## src/rtl/uart_param_recv.sv

```systemverilog
// 8-bit LSB-first UART receiver with mid-bit sampling and a two-flop rx synchronizer.
// Define UART_RX_PARITY_EN to add an even-parity bit (11-bit frames) and enable parity_err.
module uart_param_recv #(
    parameter int unsigned countOfStrobe = 865
) (
    input  logic       clk,
    input  logic       rst_n,
    input  logic       rx,
    output logic [7:0] data,
    output logic       data_rdy,
    output logic       frame_err,
    output logic       parity_err,
    output logic       busy
);
    localparam logic [15:0] N = 16'(countOfStrobe);
    localparam logic [15:0] H = 16'(countOfStrobe / 2);

    typedef enum logic [2:0] {
        S_IDLE, S_START, S_DATA, S_PARITY, S_STOP, S_BREAK
    } state_t;

    state_t      state_q, state_d;
    logic [1:0]  sync_q, sync_d;
    logic [15:0] cnt_q, cnt_d;
    logic [2:0]  bitn_q, bitn_d;
    logic [7:0]  shift_q, shift_d;
    logic [7:0]  data_q, data_d;
    logic        data_rdy_q, data_rdy_d;
    logic        frame_err_q, frame_err_d;
    logic        parity_err_q, parity_err_d;
    logic        busy_q, busy_d;
    logic        rx_s;
`ifdef UART_RX_PARITY_EN
    logic        pbit_q, pbit_d;
`endif

    assign sync_d = {sync_q[0], rx};
    assign rx_s   = sync_q[1];

    always_comb begin
        state_d      = state_q;
        cnt_d        = cnt_q;
        bitn_d       = bitn_q;
        shift_d      = shift_q;
        data_d       = data_q;
        data_rdy_d   = 1'b0;
        frame_err_d  = 1'b0;
        parity_err_d = 1'b0;
`ifdef UART_RX_PARITY_EN
        pbit_d       = pbit_q;
`endif
        case (state_q)
            S_IDLE: begin
                if (!rx_s) begin
                    cnt_d   = '0;
                    bitn_d  = '0;
                    state_d = S_START;
                end
            end
            S_START: begin
                // Re-check the line half a bit in; a high here means the edge was a glitch.
                if (cnt_q == H) begin
                    cnt_d   = '0;
                    state_d = rx_s ? S_IDLE : S_DATA;
                end else begin
                    cnt_d = cnt_q + 16'd1;
                end
            end
            S_DATA: begin
                if (cnt_q == N) begin
                    shift_d = {rx_s, shift_q[7:1]};
                    cnt_d   = '0;
                    bitn_d  = bitn_q + 3'd1;
                    if (bitn_q == 3'd7) begin
`ifdef UART_RX_PARITY_EN
                        state_d = S_PARITY;
`else
                        state_d = S_STOP;
`endif
                    end
                end else begin
                    cnt_d = cnt_q + 16'd1;
                end
            end
`ifdef UART_RX_PARITY_EN
            S_PARITY: begin
                if (cnt_q == N) begin
                    pbit_d  = rx_s;
                    cnt_d   = '0;
                    state_d = S_STOP;
                end else begin
                    cnt_d = cnt_q + 16'd1;
                end
            end
`endif
            S_STOP: begin
                // Leaving at mid-stop-bit lets a directly following start edge be caught.
                if (cnt_q == N) begin
                    cnt_d = '0;
                    if (rx_s) begin
                        data_d     = shift_q;
                        data_rdy_d = 1'b1;
`ifdef UART_RX_PARITY_EN
                        parity_err_d = ^{shift_q, pbit_q};
`endif
                        state_d = S_IDLE;
                    end else begin
                        frame_err_d = 1'b1;
                        state_d     = S_BREAK;
                    end
                end else begin
                    cnt_d = cnt_q + 16'd1;
                end
            end
            S_BREAK: begin
                if (rx_s) state_d = S_IDLE;
            end
            default: state_d = S_IDLE;
        endcase
        busy_d = (state_d != S_IDLE);
    end

    always_ff @(posedge clk or negedge rst_n) begin
        if (!rst_n) begin
            state_q      <= S_IDLE;
            sync_q       <= 2'b11;
            cnt_q        <= '0;
            bitn_q       <= '0;
            shift_q      <= '0;
            data_q       <= '0;
            data_rdy_q   <= 1'b0;
            frame_err_q  <= 1'b0;
            parity_err_q <= 1'b0;
            busy_q       <= 1'b0;
`ifdef UART_RX_PARITY_EN
            pbit_q       <= 1'b0;
`endif
        end else begin
            state_q      <= state_d;
            sync_q       <= sync_d;
            cnt_q        <= cnt_d;
            bitn_q       <= bitn_d;
            shift_q      <= shift_d;
            data_q       <= data_d;
            data_rdy_q   <= data_rdy_d;
            frame_err_q  <= frame_err_d;
            parity_err_q <= parity_err_d;
            busy_q       <= busy_d;
`ifdef UART_RX_PARITY_EN
            pbit_q       <= pbit_d;
`endif
        end
    end

    assign data       = data_q;
    assign data_rdy   = data_rdy_q;
    assign frame_err  = frame_err_q;
    assign parity_err = parity_err_q;
    assign busy       = busy_q;
endmodule

```

## config.mk

```make
export PLATFORM = sky130hd
export DESIGN_NAME = uart_param_recv
export DESIGN_NICKNAME = d
export VERILOG_FILES = /design/src/rtl/uart_param_recv.sv
export SDC_FILE = /design/constraint.sdc
export NUM_CORES = 1
export LEC_CHECK = 0
export CAP_MARGIN = 20
export CORE_MARGIN = 2
export CORE_UTILIZATION = 35
export CTS_CLUSTER_DIAMETER = 200
export CTS_CLUSTER_SIZE = 24
export DETAILED_ROUTE_END_ITERATION = 7
export PLACE_DENSITY = 0.57
export SYNTH_ARGS = -nofsm -noshare
export SYNTH_HDL_FRONTEND = slang
export SYNTH_SLANG_ARGS = --single-unit
```

## constraint.sdc

```tcl
create_clock -name clk -period 3.4 [get_ports clk]
set_input_delay 0.51 -clock clk [delete_from_list [all_inputs] [get_ports clk]]
set_output_delay 0.51 -clock clk [all_outputs]
set_load 0.02 [all_outputs]
```

==> metrics.txt, run 1 <==
# TYPE chip_impl_metric gauge
chip_impl_metric{name="clock_tree.htree_level_count",unit=""} 2
chip_impl_info{name="synth_ff_type",value="dfrtp_1"} 1
chip_impl_metric{name="clock_sinks",unit=""} 43
chip_impl_metric{name="final-instance-count-excl-fill",unit=""} 293
chip_impl_metric{name="drt_wl_cell",unit="microns"} 13.8
chip_impl_metric{name="clk_latency",unit="ns"} 0.30
chip_impl_metric{name="post-cts-setup-buffers",unit=""} 0
chip_impl_metric{name="hold_slack",unit="ns"} 0.353
chip_impl_metric{name="path_buf_inv",unit=""} 0
chip_impl_info{name="worst_path_max_delay_cell",value="or4_1"} 1
chip_impl_metric{name="vias",unit=""} 1519
chip_impl_metric{name="ctsResizeCount",unit=""} 0
chip_impl_info{name="synth.top_cells.by_count",value="dfrtp_1 (41), nand2_1 (22), nor2_1 (18), mux2_2 (16), o21ai_0 (12)"} 1
chip_impl_metric{name="initial_antenna_violation_count",unit=""} 0
chip_impl_metric{name="area_delta_synth_final",unit="%"} 12.5
chip_impl_metric{name="powerDensity",unit="nW/um^2"} 352
chip_impl_metric{name="initial_core_util",unit="%"} 36.3
chip_impl_metric{name="warning_count_from_the_yosys_run",unit=""} 0
chip_impl_info{name="classification_of_the_worst_slack_hold_path",value="reg2reg"} 1
chip_impl_metric{name="die_h",unit="microns"} 82.4
chip_impl_metric{name="drt_pass1_iterations",unit=""} 4
chip_impl_metric{name="post-route-drc-count",unit=""} 0
chip_impl_metric{name="clock_path_buffers",unit=""} 2
chip_impl_info{name="rsz_0062_raised_after_global_routing",value="false"} 1
chip_impl_metric{name="fin_crit_sh",unit="%"} 74.3
chip_impl_metric{name="final.fill_count",unit=""} 591
chip_impl_metric{name="coreArea",unit="sq um"} 5920
chip_impl_metric{name="die_w",unit="microns"} 82.4
chip_impl_info{name="cts_tree",value="done"} 1
chip_impl_metric{name="clk_pin_slew",unit="ns"} 0.09
chip_impl_info{name="type_of_the_setup_path_with_the_least_slack",value="reg2reg"} 1
chip_impl_metric{name="synthesis.area",unit="sq um"} 2150
chip_impl_metric{name="ant_nets",unit=""} 0
chip_impl_info{name="largest_cells_by_area_after_synthesis",value="dfrtp_1 (48%), mux2_2 (8.4%), nand2_1 (3.8%), nor2_1 (3.1%), ha_1 (2.9%)"} 1
chip_impl_metric{name="die_outline_area",unit="sq um"} 6780
chip_impl_metric{name="number_of_enable_flip_flop_cells_after_synthesis",unit=""} 0
chip_impl_metric{name="drt_first_iter_violations",unit=""} 71
chip_impl_metric{name="slew_headroom",unit="%"} 36.6
chip_impl_metric{name="cell_leakage_power",unit="nW"} 1.07
chip_impl_metric{name="vdd_drop_max",unit="mV"} 0.188
chip_impl_metric{name="num_rows",unit=""} 28
chip_impl_metric{name="worst_clock_skew",unit="ns"} 0.00680
chip_impl_metric{name="synth.ff_latch_count",unit=""} 43
chip_impl_info{name="timing.critical_path.to_type",value="flip-flop"} 1
chip_impl_metric{name="hold_violations",unit=""} 0
chip_impl_metric{name="ys_async_sr_fraction",unit="%"} 100
chip_impl_info{name="crit_chain",value="or4_4 -> or4_1 -> nor2_4 -> mux2_2"} 1
chip_impl_info{name="run_status",value="finished, final reports clean"} 1
chip_impl_metric{name="global_route.usage.total",unit="%"} 13.8
chip_impl_metric{name="crit_path_max_fanout",unit=""} 9
chip_impl_metric{name="cts_hold_repair.buffers",unit=""} 0
chip_impl_metric{name="placed_cells_incl_taps",unit=""} 285
chip_impl_metric{name="syn_inst",unit=""} 204
chip_impl_metric{name="drv.max_cap_violation_count",unit=""} 0
chip_impl_metric{name="timing.critical_path.slowest_cell_delay",unit="ns"} 0.74
chip_impl_metric{name="viasPerCell",unit=""} 5.18
chip_impl_metric{name="gp_congestion",unit=""} 0.829
chip_impl_metric{name="netlist-cell-type-count",unit=""} 44
chip_impl_metric{name="insertedDiodeCount",unit=""} 0
chip_impl_metric{name="final_max_slew_viol_count",unit=""} 0
chip_impl_info{name="yosysMostFrequentCell",value="dfrtp_1"} 1
chip_impl_metric{name="setup-tns-final",unit="ns"} 0
chip_impl_metric{name="final.min_clock_period",unit="ns"} 2.52
chip_impl_metric{name="maximum_operating_frequency",unit="MHz"} 396
chip_impl_metric{name="yosysTopAreaCellShare",unit="%"} 47.7
chip_impl_metric{name="arrival",unit="ns"} 2.71
chip_impl_metric{name="largest_net_degree_at_the_start_of_global_routing",unit=""} 44
chip_impl_metric{name="tritoncts.num_buffers",unit=""} 5
chip_impl_metric{name="synth_fp_nets",unit=""} 212
chip_impl_info{name="clock_tree.root_cell",value="clkbuf_8"} 1
chip_impl_metric{name="final_layout_size_suffix_gt1_share",unit="%"} 15.1
chip_impl_metric{name="share_of_synthesized_area_occupied_by_flip_flops_and_latches",unit="%"} 50.2
chip_impl_metric{name="i_o_pins",unit=""} 15
chip_impl_metric{name="first_global_vias",unit=""} 1467
chip_impl_metric{name="overall_routed_net_length",unit="mm"} 4.03
chip_impl_metric{name="tightest_slew",unit="ns"} 0.951
chip_impl_metric{name="mean_instance_size_in_the_synthesized_netlist",unit="sq um"} 10.5
chip_impl_info{name="crit_path_start_kind",value="flip-flop"} 1
chip_impl_metric{name="gr-total-overflow",unit=""} 0
chip_impl_metric{name="timing.critical_path.required",unit="ns"} 3.58
chip_impl_metric{name="grt_pass1_wl",unit="mm"} 7.04
chip_impl_metric{name="num-nets-final",unit=""} 225
chip_impl_metric{name="dp_hpwl",unit="mm"} 2.83
chip_impl_info{name="synth_area_leader_cell",value="dfrtp_1"} 1
chip_impl_metric{name="count_of_input_and_output_buffers",unit=""} 13
chip_impl_metric{name="count_of_final_setup_violators",unit=""} 0
chip_impl_info{name="path_delay_family",value="simple AND/OR/NAND/NOR gates"} 1
registers in the layout (all words and copies together), names as in the netlist:
| signal | flops |
|---|---|
| bitn_q | 3 |
| busy | 1 |
| shift_q | 8 |
| state_q | 3 |
| sync_q | 2 |
| cnt_q | 16 |
| frame_err | 1 |
| data_rdy | 1 |
| data | 8 |
layer usage:
metal	global-route usage [%]	part of all wire, %
met1	19.3	52
met2	20.0	44
met3	3.26	1.9
met4	6.50	2.0
met5	0	0
cells by family (layout without fill, tap and decap cells):
| kind of cell | after synthesis | count (layout) | share of synthesized area (%) |
|---|---|---|---|
| and+or+nand+nor | 89 | 89 | 23.5 |
| other | 1 | 1 | 0.174 |
| muxes | 17 | 17 | 8.85 |
| xor gates and xnor gates | 11 | 11 | 4.48 |
| buffers and inverters | 14 | 28 | 3.09 |
| adders and majority gates | 5 | 5 | 2.91 |
| AOI/OAI and AO/OA | 24 | 24 | 6.87 |
| DFF | 43 | 43 | 50.2 |
metrics by stage:
step | utilization, % | worst slack, ns | instance area (sq um) | total power, mW
final | 40.8 | 0.875 | 2420 | 0.851
after global routing | 40.8 | 0.689 | 2420 | 0.892
after CTS | 40.8 | 0.868 | 2420 | 0.870
after detailed placement | 39.3 | 0.892 | 2330 | 0.540
after global placement | 39.3 | 0.927 | 2330 | 0.540
after floorplan | - | 1.08 | 2150 | 0.528
worst reg2reg max path, cell delays in order, from the launching register on:
cell and delay (ns):
dfrtp_1 0.42, or4_4 0.58, or4_1 0.74, nor2_4 0.31, mux2_2 0.36
placed cells by master (no fill, tap or decap), drive strengths merged, types with 2 or more instances in the layout:
cell type	Yosys	final
a21oi	2	2
or4	3	3
nor4	5	5
inv	7	7
or3	3	3
dfstp	2	2
clkinvlp	0	2
clkdlybuf4s50	0	12
nand2	22	22
or4bb	2	2
clkbuf	3	5
nand4	7	7
xor2	7	7
ha	5	5
mux2	16	16
and4	2	2
nand3	7	7
a21o	2	2
o211ai	2	2
and3	2	2
dfrtp	41	41
or4b	2	2
nor2	19	19
and2	2	2
o21ai	12	12
nor3	7	7
xnor2	4	4
a22oi	2	2
final timing paths:
| check | startpoint | slack [ns] | cells after the start | to |
|---|---|---|---|---|
| worst max-delay path | cnt_q[10]$_DFFE_PN0P_ | 0.88 | 4 | shift_q[0]$_DFFE_PN0P_ |
| worst min-delay path | sync_q[0]$_DFF_PN1_ | 0.35 | 0 | sync_q[1]$_DFF_PN1_ |
| worst max register to register | cnt_q[10]$_DFFE_PN0P_ | 0.88 | 4 | shift_q[0]$_DFFE_PN0P_ |
| worst min register to register | sync_q[0]$_DFF_PN1_ | 0.35 | 0 | sync_q[1]$_DFF_PN1_ |
| max in group asynchronous | rst_n | 2.46 | 1 | state_q[2]$_DFF_PN0_ |
| min in group asynchronous | rst_n | 0.36 | 1 | cnt_q[3]$_DFFE_PN0P_ |
cell type report:
type                            count  area, sq um  area share [%]
Clock buffer                        5         68.8            2.85
Clock inverter                      3         20.0           0.828
Inverter                            7         26.3            1.09
Multi-Input combinational cell    147         1000            41.6
Sequential cell                    43         1080            44.6
Tap cell                           75         93.8            3.88
Timing Repair Buffer               13          125            5.18
where the power goes:
part,total [mW],internal (mW),switching [mW]
clock network,0.322,0.143,0.179
registers,0.515,0.513,0.00147
logic,0.0142,0.00225,0.0120
No activity file was read; power rests on OpenSTA's default activity.
==> run 2: changes to the inputs <==
- PLACE_DENSITY: 0.57 -> 0.59
- clock period: 3.4 -> 2 ns (I/O delays scaled with it)
==> run 2 against run 1 <==
  * The flow now finishes with violations (setup timing)
  * Critical path type unchanged
  * Highest routed layer unchanged
  * Clock-buffer cell count rose by 1
  * Die area is the same
  * Total power increased by 69%
==> metrics.txt, run 2 (synthesis results as in run 1) <==
# TYPE chip_impl_metric gauge
chip_impl_metric{name="hold_violations",unit=""} 0
chip_impl_metric{name="drv.max_cap_violation_count",unit=""} 0
chip_impl_metric{name="global_route.usage.total",unit="%"} 15.3
chip_impl_metric{name="drt_wl_cell",unit="microns"} 13.9
chip_impl_metric{name="dp_hpwl",unit="mm"} 3.32
chip_impl_info{name="clock_tree.root_cell",value="clkbuf_8"} 1
chip_impl_info{name="busiest_layer_in_global_routing",value="met2"} 1
chip_impl_metric{name="count_of_input_and_output_buffers",unit=""} 13
chip_impl_metric{name="drt_pass1_iterations",unit=""} 4
chip_impl_metric{name="slew_headroom",unit="%"} 55.6
chip_impl_info{name="rsz_0062_raised_after_global_routing",value="true"} 1
chip_impl_metric{name="grt_pass1_wl",unit="mm"} 7.88
chip_impl_metric{name="worst_clock_skew",unit="ns"} 0.00772
chip_impl_metric{name="finalInstanceArea",unit="sq um"} 2870
chip_impl_metric{name="placed_cells_incl_taps",unit=""} 319
chip_impl_info{name="layout_common_cells",value="dfrtp_1 (41), buf_4 (38), nand2_1 (22)"} 1
chip_impl_metric{name="ant_nets",unit=""} 0
chip_impl_info{name="worst_path_max_delay_cell",value="or4_4"} 1
chip_impl_metric{name="maximum_operating_frequency",unit="MHz"} 438
chip_impl_metric{name="drt_first_iter_violations",unit=""} 89
chip_impl_metric{name="die_h",unit="microns"} 82.4
chip_impl_metric{name="timing.critical_path.slowest_cell_delay",unit="ns"} 0.61
chip_impl_metric{name="initial_core_util",unit="%"} 36.3
chip_impl_info{name="cts_tree",value="done"} 1
chip_impl_metric{name="reg2reg_setup_slack",unit="ns"} -0.28
chip_impl_info{name="top_register",value="cnt_q"} 1
chip_impl_metric{name="tightest_slew",unit="ns"} 0.667
chip_impl_metric{name="num-nets-final",unit=""} 266
chip_impl_metric{name="hold_slack",unit="ns"} 0.0366
chip_impl_metric{name="largest_register_ffs",unit=""} 16
chip_impl_metric{name="share_seq_of_total_power",unit="%"} 60.7
chip_impl_metric{name="num_rows",unit=""} 28
chip_impl_info{name="type_of_the_setup_path_with_the_least_slack",value="reg2reg"} 1
chip_impl_metric{name="worst-r2r-cell-count",unit=""} 4
chip_impl_metric{name="initial_antenna_violation_count",unit=""} 0
chip_impl_metric{name="setup-tns-final",unit="ns"} -6.73
chip_impl_metric{name="internal_power",unit="mW"} 1.12
chip_impl_metric{name="fin_crit_sh",unit="%"} 114
chip_impl_info{name="crit_path_start_kind",value="flip-flop"} 1
chip_impl_info{name="violations",value="setup timing"} 1
chip_impl_metric{name="gr-total-overflow",unit=""} 0
chip_impl_metric{name="clk_latency",unit="ns"} 0.29
chip_impl_metric{name="arrival",unit="ns"} 2.46
chip_impl_metric{name="cell_leakage_power",unit="nW"} 1.31
chip_impl_metric{name="final.min_clock_period",unit="ns"} 2.28
chip_impl_metric{name="final-instance-count-excl-fill",unit=""} 334
chip_impl_metric{name="crit_path_max_fanout",unit=""} 8
chip_impl_metric{name="tritoncts.num_buffers",unit=""} 5
chip_impl_metric{name="timing.critical_path.required",unit="ns"} 2.18
chip_impl_metric{name="die_w",unit="microns"} 82.4
chip_impl_metric{name="clock_path_buffers",unit=""} 2
chip_impl_metric{name="vias",unit=""} 1702
chip_impl_metric{name="comb_power_share",unit="%"} 2.1
chip_impl_info{name="critical_path.reg2reg.endpoint",value="shift_q[0]$_DFFE_PN0P_"} 1
chip_impl_metric{name="final_layout_size_suffix_gt1_share",unit="%"} 33.2
chip_impl_metric{name="smallest_setup_slack_after_layout",unit="ns"} -0.281
chip_impl_metric{name="area_delta_synth_final",unit="%"} 33.3
chip_impl_info{name="r2r_start",value="cnt_q[12]$_DFFE_PN0P_"} 1
chip_impl_metric{name="post-route-drc-count",unit=""} 0
chip_impl_metric{name="largest_net_degree_at_the_start_of_global_routing",unit=""} 32
chip_impl_metric{name="clock_sinks",unit=""} 43
chip_impl_metric{name="use_met2",unit="%"} 24.1
chip_impl_info{name="timing.critical_path.to_type",value="flip-flop"} 1
chip_impl_metric{name="first_global_vias",unit=""} 1684
chip_impl_metric{name="vdd_drop_max",unit="mV"} 0.370
chip_impl_metric{name="viasPerCell",unit=""} 5.10
chip_impl_metric{name="placedInstanceArea",unit="sq um"} 2600
chip_impl_metric{name="clk_pin_slew",unit="ns"} 0.09
chip_impl_metric{name="coreArea",unit="sq um"} 5920
chip_impl_metric{name="overall_routed_net_length",unit="mm"} 4.65
chip_impl_metric{name="final_max_slew_viol_count",unit=""} 0
chip_impl_info{name="crit_path_frequent_cell",value="or4_4"} 1
chip_impl_metric{name="cts_hold_repair.buffers",unit=""} 0
chip_impl_info{name="crit_chain",value="or4_4 -> or4_4 -> nor2_4 -> mux2_2"} 1
chip_impl_metric{name="gp_congestion",unit=""} 0.808
chip_impl_metric{name="grt.met3_usage",unit="%"} 3.26
chip_impl_metric{name="powerDensity",unit="nW/um^2"} 502
chip_impl_info{name="run_status",value="complete, but fails checks"} 1
chip_impl_metric{name="insertedDiodeCount",unit=""} 0
chip_impl_metric{name="power.switching",unit="mW"} 0.316
chip_impl_metric{name="i_o_pins",unit=""} 15
chip_impl_metric{name="die_outline_area",unit="sq um"} 6780
chip_impl_info{name="layout.cells.most_common",value="dfrtp_1"} 1
chip_impl_metric{name="count_of_final_setup_violators",unit=""} 41
chip_impl_info{name="classification_of_the_worst_slack_hold_path",value="in2async"} 1
chip_impl_metric{name="clockPowerShare",unit="%"} 37.3
chip_impl_metric{name="clock_tree.htree_level_count",unit=""} 2
chip_impl_metric{name="grt.met1_usage",unit="%"} 21.0
chip_impl_metric{name="swShare",unit="%"} 22.0
-- run 2: worst max-delay path by stage --
stage	cells past startpoint	startpoint	slack, ns	end
3_5_place_dp	5	cnt_q[12]$_DFFE_PN0P_	-0.26	data[5]$_DFFE_PN0P_
6_report	4	cnt_q[12]$_DFFE_PN0P_	-0.28	shift_q[0]$_DFFE_PN0P_
3_3_place_gp	8	cnt_q[0]$_DFFE_PN0P_	-0.24	busy$_DFF_PN0_
5_1_grt	4	cnt_q[12]$_DFFE_PN0P_	-0.36	shift_q[2]$_DFFE_PN0P_
4_1_cts	4	cnt_q[12]$_DFFE_PN0P_	-0.28	shift_q[0]$_DFFE_PN0P_
2_1_floorplan	5	cnt_q[12]$_DFFE_PN0P_	-0.25	shift_q[0]$_DFFE_PN0P_
-- run 2: per-layer routing --
layer / vias to the layer above / part of all wire, %
met4: 0 / 1.1
met1: 841 / 48
li1: 835 / -
met2: 22 / 49
met3: 4 / 2.4
met5: - / 0
-- run 2: final cells by class --
class,count,area (sq um)
Fill cell,550,3060
Clock inverter,2,12.5
Multi-Input combinational cell,147,1130
Clock buffer,6,72.6
Timing Repair Buffer,54,453
Sequential cell,43,1080
Inverter,7,26.3
Tap cell,75,93.8
-- run 2: power groups by stage --
stage / clock, mW / combinational (mW) / sequential (mW)
final: 0.537 / 0.0296 / 0.873
after global routing: 0.608 / 0.0354 / 0.873
after CTS: 0.571 / 0.0310 / 0.873
after detailed placement: 0 / 0.0307 / 0.890
after global placement: 0 / 0.0304 / 0.890
after floorplan: 0 / 0.00652 / 0.891
-- run 2: timing repair --
| item | in CTS | in global routing |
|---|---|---|
| endpoints found under the setup margin | 40 | 41 |
| setup buffers | 1 | 6 |
| pin swaps | 4 | 4 |
| resized for setup | 17 | 18 |
-- run 2: metrics by stage --
stage | setup slack, ns | power (mW) | util [%]
3_5_place_dp | -0.264 | 0.921 | 43.9
6_report | -0.281 | 1.44 | 48.4
5_1_grt | -0.356 | 1.52 | 48.4
2_1_floorplan | -0.254 | 0.898 | -
4_1_cts | -0.277 | 1.47 | 46.7
3_3_place_gp | -0.240 | 0.920 | 43.9
-- run 2: worst max-delay path: cells and delay by family, from the launching register on --
| kind | cells | cell delay (ns) |
|---|---|---|
| flip-flops | 1 | 0.38 |
| multiplexers | 1 | 0.37 |
| AND/OR/NAND/NOR | 3 | 1.42 |
==> run 3: changes to the inputs <==
- HOLD_SLACK_MARGIN: unset -> 0.05
==> results of run 3 <==
Final layout, timing and power as in run 2 (identical DEF).
